<file path="src/rtl/serial_to_parallel_lane_pkg.sv">
// Shared lane-receive definitions: control symbols, default sizes and the
// alignment FSM state encoding used by the serial-to-parallel lane.
package serial_to_parallel_lane_pkg;

  localparam int         WORD_W_DEF     = 32;
  localparam int         LOCK_COUNT_DEF = 4;
  localparam logic [7:0] COMMA_SYM      = 8'hBC;
  localparam logic [7:0] IDLE_SYM       = 8'h7C;

  typedef enum logic [1:0] {
    ST_UNLOCKED = 2'd0,
    ST_ALIGNING = 2'd1,
    ST_LOCKED   = 2'd2
  } lane_state_t;

endpackage

</file>
<file path="src/rtl/serial_to_parallel_lane.sv">
// Per-lane receive deserializer. Finds byte alignment by hunting for the
// COMMA symbol, confirms it with LOCK_COUNT consecutive aligned commas, then
// assembles MSB-first bytes into WORD_W-bit words. Words carrying a COMMA or
// IDLE byte are control, not data, and leave lane_out untouched.
//
// Handshake: o_valid_out/o_lane_out change only on the edge that samples the
// last bit of a word and then hold for WORD_W cycles; o_valid_out=1 means
// o_lane_out holds a data word. There is no back-pressure.
module serial_to_parallel_lane
  import serial_to_parallel_lane_pkg::*;
#(
  parameter int         WORD_W     = WORD_W_DEF,   // multiple of 8
  parameter logic [7:0] COMMA      = COMMA_SYM,
  parameter logic [7:0] IDLE       = IDLE_SYM,
  parameter int         LOCK_COUNT = LOCK_COUNT_DEF // >= 1
) (
  input  logic              i_clk_32f,
  input  logic              i_reset,
  input  logic              i_serial_in,
  output logic              o_active,
  output logic              o_valid_out,
  output logic [WORD_W-1:0] o_lane_out,
  output logic [1:0]        o_dbg_state
);

  localparam int NBYTES = WORD_W / 8;
  localparam int BW     = (NBYTES > 1) ? $clog2(NBYTES) : 1;
  localparam int CW     = $clog2(LOCK_COUNT + 1);

  localparam logic [BW-1:0] LAST_BYTE = BW'(NBYTES - 1);
  localparam logic [CW-1:0] LOCK_LAST = CW'(LOCK_COUNT - 1);

  // Only the WORD_W-1 most recent bits are ever needed: the current input
  // bit completes both the byte window and the word.
  lane_state_t       r_state;
  logic [WORD_W-2:0] r_sh;
  logic [2:0]        r_bit_cnt;
  logic [BW-1:0]     r_byte_cnt;
  logic [CW-1:0]     r_comma_cnt;
  logic              r_valid_out;
  logic [WORD_W-1:0] r_lane_out;

  lane_state_t       w_state_nxt;
  logic [2:0]        w_bit_cnt_nxt;
  logic [BW-1:0]     w_byte_cnt_nxt;
  logic [CW-1:0]     w_comma_cnt_nxt;
  logic [WORD_W-1:0] w_word;
  logic [7:0]        w_nxt_byte;
  logic              w_word_done;
  logic              w_word_is_data;

  assign w_word     = {r_sh, i_serial_in};
  assign w_nxt_byte = w_word[7:0];

  // A word is data only if none of its bytes is a control symbol.
  always_comb begin
    w_word_is_data = 1'b1;
    for (int b = 0; b < NBYTES; b++) begin
      if (w_word[8*b +: 8] == COMMA || w_word[8*b +: 8] == IDLE) begin
        w_word_is_data = 1'b0;
      end
    end
  end

  // Alignment FSM next-state and counter updates.
  always_comb begin
    w_state_nxt     = r_state;
    w_bit_cnt_nxt   = r_bit_cnt;
    w_byte_cnt_nxt  = r_byte_cnt;
    w_comma_cnt_nxt = r_comma_cnt;
    w_word_done     = 1'b0;
    case (r_state)
      ST_UNLOCKED: begin
        w_bit_cnt_nxt   = '0;
        w_byte_cnt_nxt  = '0;
        w_comma_cnt_nxt = '0;
        if (w_nxt_byte == COMMA) begin
          if (LOCK_COUNT == 1) begin
            w_state_nxt = ST_LOCKED;
          end else begin
            w_state_nxt     = ST_ALIGNING;
            w_comma_cnt_nxt = CW'(1);
          end
        end
      end
      ST_ALIGNING: begin
        w_bit_cnt_nxt = r_bit_cnt + 3'd1;
        if (r_bit_cnt == 3'd7) begin
          if (w_nxt_byte == COMMA) begin
            if (r_comma_cnt == LOCK_LAST) begin
              w_state_nxt    = ST_LOCKED;
              w_bit_cnt_nxt  = '0;
              w_byte_cnt_nxt = '0;
            end else begin
              w_comma_cnt_nxt = r_comma_cnt + CW'(1);
            end
          end else begin
            // Comma seen at bit level was not repeated on the byte grid.
            w_state_nxt     = ST_UNLOCKED;
            w_comma_cnt_nxt = '0;
          end
        end
      end
      ST_LOCKED: begin
        w_bit_cnt_nxt = r_bit_cnt + 3'd1;
        if (r_bit_cnt == 3'd7) begin
          if (r_byte_cnt == LAST_BYTE) begin
            w_byte_cnt_nxt = '0;
            w_word_done    = 1'b1;
          end else begin
            w_byte_cnt_nxt = r_byte_cnt + BW'(1);
          end
        end
      end
      default: begin
        w_state_nxt = ST_UNLOCKED;
      end
    endcase
  end

  // State, shift register and counters.
  always_ff @(posedge i_clk_32f) begin
    if (i_reset) begin
      r_state     <= ST_UNLOCKED;
      r_sh        <= '0;
      r_bit_cnt   <= '0;
      r_byte_cnt  <= '0;
      r_comma_cnt <= '0;
    end else begin
      r_state     <= w_state_nxt;
      r_sh        <= w_word[WORD_W-2:0];
      r_bit_cnt   <= w_bit_cnt_nxt;
      r_byte_cnt  <= w_byte_cnt_nxt;
      r_comma_cnt <= w_comma_cnt_nxt;
    end
  end

  // Output word register: updated only at word completion.
  always_ff @(posedge i_clk_32f) begin
    if (i_reset) begin
      r_valid_out <= 1'b0;
      r_lane_out  <= '0;
    end else if (w_word_done) begin
      if (w_word_is_data) begin
        r_valid_out <= 1'b1;
        r_lane_out  <= w_word;
      end else begin
        r_valid_out <= 1'b0;
      end
    end
  end

  assign o_active    = (r_state == ST_LOCKED);
  assign o_valid_out = r_valid_out;
  assign o_lane_out  = r_lane_out;
  assign o_dbg_state = r_state;

endmodule

</file>
<file path="config.mk">
export PLATFORM = sky130hd
export DESIGN_NAME = serial_to_parallel_lane
export DESIGN_NICKNAME = d
export VERILOG_FILES = /design/src/rtl/serial_to_parallel_lane_pkg.sv /design/src/rtl/serial_to_parallel_lane.sv
export SDC_FILE = /design/constraint.sdc
export NUM_CORES = 1
export LEC_CHECK = 0
export CELL_PAD_IN_SITES_DETAIL_PLACEMENT = 0
export CELL_PAD_IN_SITES_GLOBAL_PLACEMENT = 1
export CORE_MARGIN = 2
export CORE_UTILIZATION = 47
export DETAILED_ROUTE_END_ITERATION = 8
export PLACE_DENSITY_LB_ADDON = 0.3
export REMOVE_ABC_BUFFERS = 1
export SLEW_MARGIN = 20
export SYNTH_ARGS = -nofsm -noshare
export SYNTH_HDL_FRONTEND = slang
export SYNTH_SLANG_ARGS = --single-unit
</file>
<file path="constraint.sdc">
create_clock -name i_clk_32f -period 4.87 [get_ports i_clk_32f]
set_input_delay 0.487 -clock i_clk_32f [delete_from_list [all_inputs] [get_ports i_clk_32f]]
set_output_delay 0.487 -clock i_clk_32f [all_outputs]
set_load 0.02 [all_outputs]
</file>
# == Word-level counts from Yosys, hierarchy flattened ==
# Cells that the tools add are included.
# totals
reg_bits,74
latchBits,0
mem_bits_rw,0
mem_bits_ro,0
input_bits,3
word_cells,70
mem_count,0
# classes
add_sub_neg,3
mul,0
div,0
magnitude_cmp,0
eq_ne,20
shifts,0
mux,28
n_bitwise,1
reduce_logical,11
# op_table
operator,n
$eq 8x7->1 const B,4
$eq 8x8->1 const B,4
$mux 2,9
$mux 3,6
$pmux 2 s3,2
$mux 1,9
$pmux 3 s3,1
$ne 2x2->1 const B,4
$add 3x1->3 const B,2
$ne 3x3->1 const B,2
$pmux 3 s2,1
$reduce_and 5->1,1
$eq 2x2->1 const B,2
$logic_or 1x1->1,4
$reduce_and 4->1,1
$eq 3x2->1 const B,1
$eq 3x3->1 const B,1
$reduce_and 3->1,1
$reduce_bool 3->1,1
$add 2x1->2 const B,1
$eq 2x1->1 const B,1
$logic_not 2->1,1
$ne 2x1->1 const B,1
$reduce_and 2->1,1
2 further kinds,2

# == Logic depth before layout (Yosys ltp) ==
# Gate-level depths: netlist of the first run.
# logic_depth
depth_word,7
ltp_mapped,8
depth_no_buf,7

# == Worst setup path before layout of the first run ==
# OpenSTA, ideal clock, no wires.
# synth_path
kind,reg2reg
from,register r_state[0] (netlist: o_dbg_state[0])
to,register r_lane_out[10] (netlist: o_lane_out[10])
setup_ps,121
arrival_ps,1928
required_ps,4749
path_slack_ps,2821
path_stages_with_launch,8
synth_period_minus_slack_ps,2049
cell_sequence,dfxtp_1 > inv_1 > ha_1 > nand3_1 > or3_1 > buf_6 > buf_12 > mux2_4
# synth_via
elab_chain_cells,3
# synth_rtl
element,line_no,source
"start, declared",serial_to_parallel_lane.sv:35,lane_state_t r_state;
"start signal, assigned",serial_to_parallel_lane.sv:130,r_state <= w_state_nxt;
$eq 2x2->1,n/a,
named net o_active,serial_to_parallel_lane.sv:20,"output logic o_active,"
$mux 1,serial_to_parallel_lane.sv:72,case (r_state)
$reduce_and 2->1 (no line),n/a,
"end signal, assigned",serial_to_parallel_lane.sv:146,r_lane_out <= w_word;
"end, declared",serial_to_parallel_lane.sv:41,logic [WORD_W-1:0] r_lane_out;
# The timed path passes the listed nets, and every way through them passes these cells.
# A chain may end at the register's enable or synchronous reset.

# == Worst setup path after layout of the first run ==
# layout_path
from,input i_serial_in
to,register r_lane_out[26] (netlist: o_lane_out[26])
# layout_via
elab_chain_cells,7
word_cells_on_any_way,8
# layout_rtl
element,line_no,source
"start, declared",serial_to_parallel_lane.sv:19,"input logic i_serial_in,"
$eq 8x8->1 or $eq 8x7->1 (tied branches),serial_to_parallel_lane.sv:59,if (w_word[8*b +: 8] == COMMA || w_word[8*b +: 8] == IDLE) begin
$logic_or 1x1->1 (*),serial_to_parallel_lane.sv:59,
$mux 1 (*) (4 in a row),serial_to_parallel_lane.sv:59,
$reduce_and 2->1 (no line) (*),n/a,
# Mark *: on every way between the ends. The rest lies on a longest branch, timed or not.

==> results.sh, run 1 <==
export IMPL_fillCellCount=546
export IMPL_port_buffers=38
export IMPL_synth_seq_cells=74
export IMPL_min_from="r_byte_cnt[1]"
export IMPL_core_um2=6240
export IMPL_path_max_fanout=33
export IMPL_postCtsResizedCells=0
export IMPL_ctsLongestPathBuffers=2
export IMPL_yosysWarnings=0
export IMPL_final_util_pct=57.2
export IMPL_path_buf_inv=1
export IMPL_hold_violations=0
export IMPL_dp_hpwl_mm=2.92
export IMPL_place_area_um2=3370
export IMPL_synth_edff_count=0
export IMPL_synthCells=258
export IMPL_finalMaxSlewViolations=0
export IMPL_synth_main_ff_cell="dfxtp_1"
export IMPL_fin_cells=377
export IMPL_finalSetupTns_ns=0
export IMPL_vias_per_cell=4.79
export IMPL_critical_path_class="in -> reg"
export IMPL_ir_drop_mv=0.170
export IMPL_fin_skew_ns=0.00923
export IMPL_drv_cap=0
export IMPL_critical_path_slowest_cell="or3_2"
export IMPL_ios=39
export IMPL_cpPeakStageDelay_ns=0.86
export IMPL_fin_area_um2=3570
export IMPL_rsz0062_at_grt="false"
export IMPL_ys_types=38
export IMPL_async_flop_share_pct=0
export IMPL_gp_congestion=0.747
export IMPL_clk_latency_ns=0.34
export IMPL_layout_nets=308
export IMPL_startpoint_type="primary input"
export IMPL_drt_iter0_drc=113
export IMPL_n_antenna_cell=0
export IMPL_via_count=1805
export IMPL_period_share_pct=49.8
export IMPL_antenna_left=0
export IMPL_clk_pin_slew_ns=0.08
export IMPL_grt_first_pass_wirelength_mm=8.18
export IMPL_start_util_pct=47.9
export IMPL_top_usage_layer="met2"
export IMPL_cpLargestDelayFamily="simple AND/OR/NAND/NOR gates"
export IMPL_drtPass1Iterations=4
export IMPL_totalWireLength_mm=4.68
export IMPL_grt_overflow=0
export IMPL_use_met2_pct=21.2
export IMPL_die_y_um=83.8
export IMPL_numCtsBuffers=9
export IMPL_max_freq_mhz=412
export IMPL_grt_usage_pct=14.5
export IMPL_hold_buffers=0
export IMPL_root_buffer="clkbuf_8"
export IMPL_syn_to_final_growth_pct=19.3
export IMPL_wl_per_cell_um=12.4
export IMPL_p_leak_nw=1.49
export IMPL_setup_violations=0
export IMPL_dp_cells=361
export IMPL_critPathLaunch="i_serial_in"
export IMPL_post_cts_buffers=0
export IMPL_crit_chain="clkdlybuf4s50_1 -> and4bb_4 -> nand4_1 -> nand3_1 -> or3_2 -> mux2_4"
export IMPL_cts_sinks=74
export IMPL_slew_headroom_pct=32.1
export IMPL_drc_errors=0
export IMPL_grt_max_degree=79
export IMPL_dieArea_um2=7020
export IMPL_ys_seq_area_share_pct=49.5
export IMPL_critPathCaptureType="flop"
export IMPL_cp_arrival_ns=2.66
export IMPL_r2r_start="o_dbg_state[0]"
export IMPL_core_rowCount=29
export IMPL_status="completed"
export IMPL_grt_use_met1_pct=19.8
export IMPL_grt_pass1_vias=1818
export IMPL_dieWidth_um=83.8
export IMPL_use_met3_pct=3.36
export IMPL_synth_area_um2=2990
export IMPL_critPathRequiredTime_ns=5.10
export IMPL_cts_tree="done"
export IMPL_worst_slew_pin_slew_ns=1.02
export IMPL_min_period_ns=2.43
export IMPL_avgSynthCellArea_um2=11.6
export IMPL_antenna_found_initial=0
export IMPL_drive_above_1_share_pct=18.0
export IMPL_powerDensity_nw_per_um2=317
export IMPL_htree_levels=3
export IMPL_hold_path_class="reg -> reg"
worst register-to-register path, delay by kind of cell (launching register included):
kind / cells / cell delay [ns]
flip-flops: 1 / 0.34
buffers and inverters: 1 / 0.13
adder cells (fa/ha/maj): 1 / 0.29
multiplexers: 1 / 0.46
AND/OR/NAND/NOR: 2 / 1.05
kinds of logic (layout without fill, tap and decap cells):
family	Yosys count	count (layout)	share of synthesized area, %
simple gates	104	104	21.5
fa+ha+maj	10	10	4.18
buf+inv	18	60	4.14
compound gates	13	13	2.93
flops	74	74	49.5
mux	35	35	16.5
xor+xnor	4	4	1.17
stage by stage:
| stage | hold WS (ns) | setup WS [ns] | total power, mW |
|---|---|---|---|
| global route | 0.489 | 2.32 | 1.17 |
| CTS | 0.467 | 2.42 | 1.14 |
| finish | 0.467 | 2.44 | 1.13 |
| floorplan | 0.430 | 2.14 | 0.648 |
| global placement | 0.447 | 2.09 | 0.666 |
| detailed placement | 0.456 | 2.07 | 0.667 |
synthesized netlist by cell type (2+ instances only):
library cell | instances | area share, %
and2_1 | 2 | 0.42
or3_1 | 2 | 0.42
nor2_1 | 7 | 0.88
nand4_1 | 4 | 0.84
nor2b_1 | 63 | 13
nand3b_1 | 2 | 0.50
nand2b_1 | 3 | 0.63
inv_1 | 5 | 0.63
xor2_1 | 3 | 0.88
dfxtp_1 | 74 | 50
a31oi_1 | 2 | 0.42
nand3_1 | 4 | 0.67
ha_1 | 10 | 4.2
clkbuf_1 | 9 | 1.1
buf_12 | 3 | 2.0
mux2_4 | 28 | 14
mux2_2 | 3 | 1.1
o31ai_1 | 2 | 0.50
mux2i_1 | 4 | 1.3
a21oi_1 | 4 | 0.67
nand2_1 | 7 | 0.88
placed cells by master, fill, tap and decap left out, types with 4 or more instances in the layout:
| master | n |
|---|---|
| a21oi_1 | 4 |
| clkbuf_8 | 10 |
| clkdlybuf4s50_1 | 37 |
| dfxtp_1 | 74 |
| ha_1 | 10 |
| inv_1 | 5 |
| mux2_4 | 28 |
| mux2i_1 | 4 |
| nand2_1 | 7 |
| nand3_1 | 4 |
| nand4_1 | 4 |
| nor2_1 | 7 |
| nor2b_1 | 63 |
final cells by class:
| class | instances | area [µm²] | area share (%) |
|---|---|---|---|
| clock buffer | 10 | 138 | 3.86 |
| clock inverter | 6 | 65.1 | 1.82 |
| inverter | 5 | 18.8 | 0.526 |
| multi-input combinational | 166 | 1390 | 38.8 |
| sequential | 74 | 1480 | 41.5 |
| tap | 77 | 96.3 | 2.70 |
| timing repair buffer | 39 | 383 | 10.7 |
per-layer routing:
metal	routed length, µm	vias to the layer above
li1	-	941
met1	2410	824
met2	2010	30
met3	140	10
met4	113	0
met5	0	-
flip-flops by register name, summed over array words and instances, names as in the netlist:
name         flops
r_bit_cnt        3
o_valid_out      1
o_dbg_state      2
o_lane_out      32
r_sh            31
r_comma_cnt      3
r_byte_cnt       2
worst paths after layout:
path         slack (ns)  depth (start not counted)              to
max reg2reg        2.49                          5  o_lane_out[26]
min                0.47                          2   r_byte_cnt[1]
min reg2reg        0.47                          2   r_byte_cnt[1]
max                2.44                          6  o_lane_out[26]
power by group:
group	internal, mW	switching [mW]
Sequential	0.607	0.00187
Combinational	0.0157	0.0277
Clock	0.251	0.229
Total	0.874	0.259
No activity file was read; power rests on OpenSTA's default activity.
==> run 2, diff against run 1 <==
--- a/config.mk
+++ b/config.mk
@@ -8,7 +8,7 @@
 export CELL_PAD_IN_SITES_DETAIL_PLACEMENT = 0
 export CELL_PAD_IN_SITES_GLOBAL_PLACEMENT = 1
 export CORE_MARGIN = 2
-export CORE_UTILIZATION = 47
+export CORE_UTILIZATION = 39
 export DETAILED_ROUTE_END_ITERATION = 8
 export PLACE_DENSITY_LB_ADDON = 0.3
 export REMOVE_ABC_BUFFERS = 1
==> constraint.sdc (replaced) <==
create_clock -name i_clk_32f -period 1.98 [get_ports i_clk_32f]
set_input_delay 0.198 -clock i_clk_32f [delete_from_list [all_inputs] [get_ports i_clk_32f]]
set_output_delay 0.198 -clock i_clk_32f [all_outputs]
set_load 0.02 [all_outputs]
==> results.sh, run 2 (synthesis results as in run 1) <==
export IMPL_cp_arrival_ns=1.67
export IMPL_antenna_left=0
export IMPL_holdPathStages=3
export IMPL_final_cell_mix="dfxtp_1, nor2b_1, clkdlybuf4s50_1"
export IMPL_r2r_start="r_bit_cnt[0]"
export IMPL_cts_sinks=74
export IMPL_startpoint_type="flop"
export IMPL_hold_violations=0
export IMPL_worst_slew_pin_slew_ns=0.318
export IMPL_numCtsBuffers=9
export IMPL_critical_path_class="reg -> out"
export IMPL_use_met3_pct=4.07
export IMPL_wl_per_cell_um=12.3
export IMPL_status="completed"
export IMPL_critPathRequiredTime_ns=1.78
export IMPL_slew_headroom_pct=78.8
export IMPL_drive_above_1_share_pct=20.1
export IMPL_grt_max_degree=79
export IMPL_min_from="i_reset"
export IMPL_dp_slack_ns=-0.156
export IMPL_top_usage_layer="met2"
export IMPL_max_freq_mhz=536
export IMPL_powerDensity_nw_per_um2=785
export IMPL_drv_cap=0
export IMPL_largest_reg_flops=32
export IMPL_dieWidth_um=91.6
export IMPL_ir_drop_mv=0.469
export IMPL_grt_use_met1_pct=17.7
export IMPL_p_leak_nw=1.56
export IMPL_critPathLaunch="o_dbg_state[1]"
export IMPL_fin_skew_ns=0.00848
export IMPL_start_util_pct=40.8
export IMPL_root_buffer="clkbuf_8"
export IMPL_dieArea_um2=8380
export IMPL_path_max_fanout=5
export IMPL_layout_nets=317
export IMPL_clk_latency_ns=0.35
export IMPL_syn_to_final_growth_pct=24.4
export IMPL_totalWireLength_mm=5.02
export IMPL_fillCellCount=646
export IMPL_drt_iter0_drc=55
export IMPL_power_mw=2.92
export IMPL_min_period_ns=1.87
export IMPL_drc_errors=0
export IMPL_rr_worst_depth=6
export IMPL_via_count=1832
export IMPL_grt_usage_pct=13.4
export IMPL_ios=39
export IMPL_port_buffers=38
export IMPL_period_share_pct=94.3
export IMPL_n_antenna_cell=0
export IMPL_grt_overflow=0
export IMPL_drtPass1Iterations=3
export IMPL_setup_ws_ns=0.113
export IMPL_hold_path_class="in -> reg"
export IMPL_critPathCaptureType="primary output"
export IMPL_grt_first_pass_wirelength_mm=8.79
export IMPL_htree_levels=3
export IMPL_core_rowCount=31
export IMPL_use_met2_pct=19.6
export IMPL_grt_pass1_vias=1855
export IMPL_dp_hpwl_mm=3.24
export IMPL_multi_input_area_um2=1390
export IMPL_cts_tree="done"
export IMPL_finalMaxSlewViolations=0
export IMPL_antenna_found_initial=0
export IMPL_area_sequential_um2=1480
export IMPL_die_y_um=91.6
export IMPL_setup_violations=0
export IMPL_hold_buffers=0
export IMPL_ctsLongestPathBuffers=2
export IMPL_final_common_cell="dfxtp_1"
export IMPL_vias_per_cell=4.49
export IMPL_clk_pin_slew_ns=0.08
export IMPL_finalSetupTns_ns=0
export IMPL_gp_congestion=0.780
export IMPL_core_um2=7330
export IMPL_rsz0062_at_grt="false"
run 2: where the power goes:
part | switching, mW | total (mW) | internal (mW) | leakage, nW
registers | 0.00299 | 1.50 | 1.49 | 0.596
logic | 0.0749 | 0.139 | 0.0641 | 0.852
clock network | 0.571 | 1.29 | 0.714 | 0.110
total | 0.649 | 2.92 | 2.27 | 1.56
run 2: worst max-delay path, stage by stage, from the launching register on:
cell	delay (ns)
dfxtp_1	0.38
ha_1	0.20
buf_4	0.14
clkdlybuf4s50_1	0.60
run 2: final timing paths:
path	endpoint	slack (ns)
worst max register to register	o_lane_out[12]	0.14
worst min-delay path	r_bit_cnt[1]	0.33
worst max-delay path	o_active	0.11
worst min register to register	r_byte_cnt[1]	0.47
run 2: metal layers:
metal | vias to the layer above | part of all wire, %
met5 | - | 0
met1 | 832 | 51
li1 | 961 | -
met3 | 9 | 3.1
met4 | 0 | 2.3
met2 | 30 | 43
run 2: cell type report:
class	count	area share, %
clock buffer	10	3.43
clock inverter	6	2.45
tap	99	3.33
sequential	74	39.8
inverter	5	0.504
timing repair buffer	48	13.1
multi-input combinational	166	37.4
run 2: what timing repair did:
item,4_1_cts,5_1_grt
resized for setup,0,1
setup buffers,0,0
setup endpoints to repair,0,31
run 2: per-stage QoR:
step	cell area (µm²)	util (%)	hold slack (ns)	cells
detailed placement	3500	47.7	0.458	392
global placement	3500	47.7	0.450	392
finish	3720	50.8	0.328	408
global route	3720	50.8	0.357	408
floorplan	2890	-	0.267	245
CTS	3720	50.7	0.323	408
==> run 3, diff against run 2 <==
--- a/config.mk
+++ b/config.mk
@@ -10,6 +10,7 @@
 export CORE_MARGIN = 2
 export CORE_UTILIZATION = 39
 export DETAILED_ROUTE_END_ITERATION = 8
+export HOLD_SLACK_MARGIN = 0.08
 export PLACE_DENSITY_LB_ADDON = 0.3
 export REMOVE_ABC_BUFFERS = 1
 export SLEW_MARGIN = 20
==> results of run 3 <==
No change in the layout: final DEF, timing and power equal those of run 2.
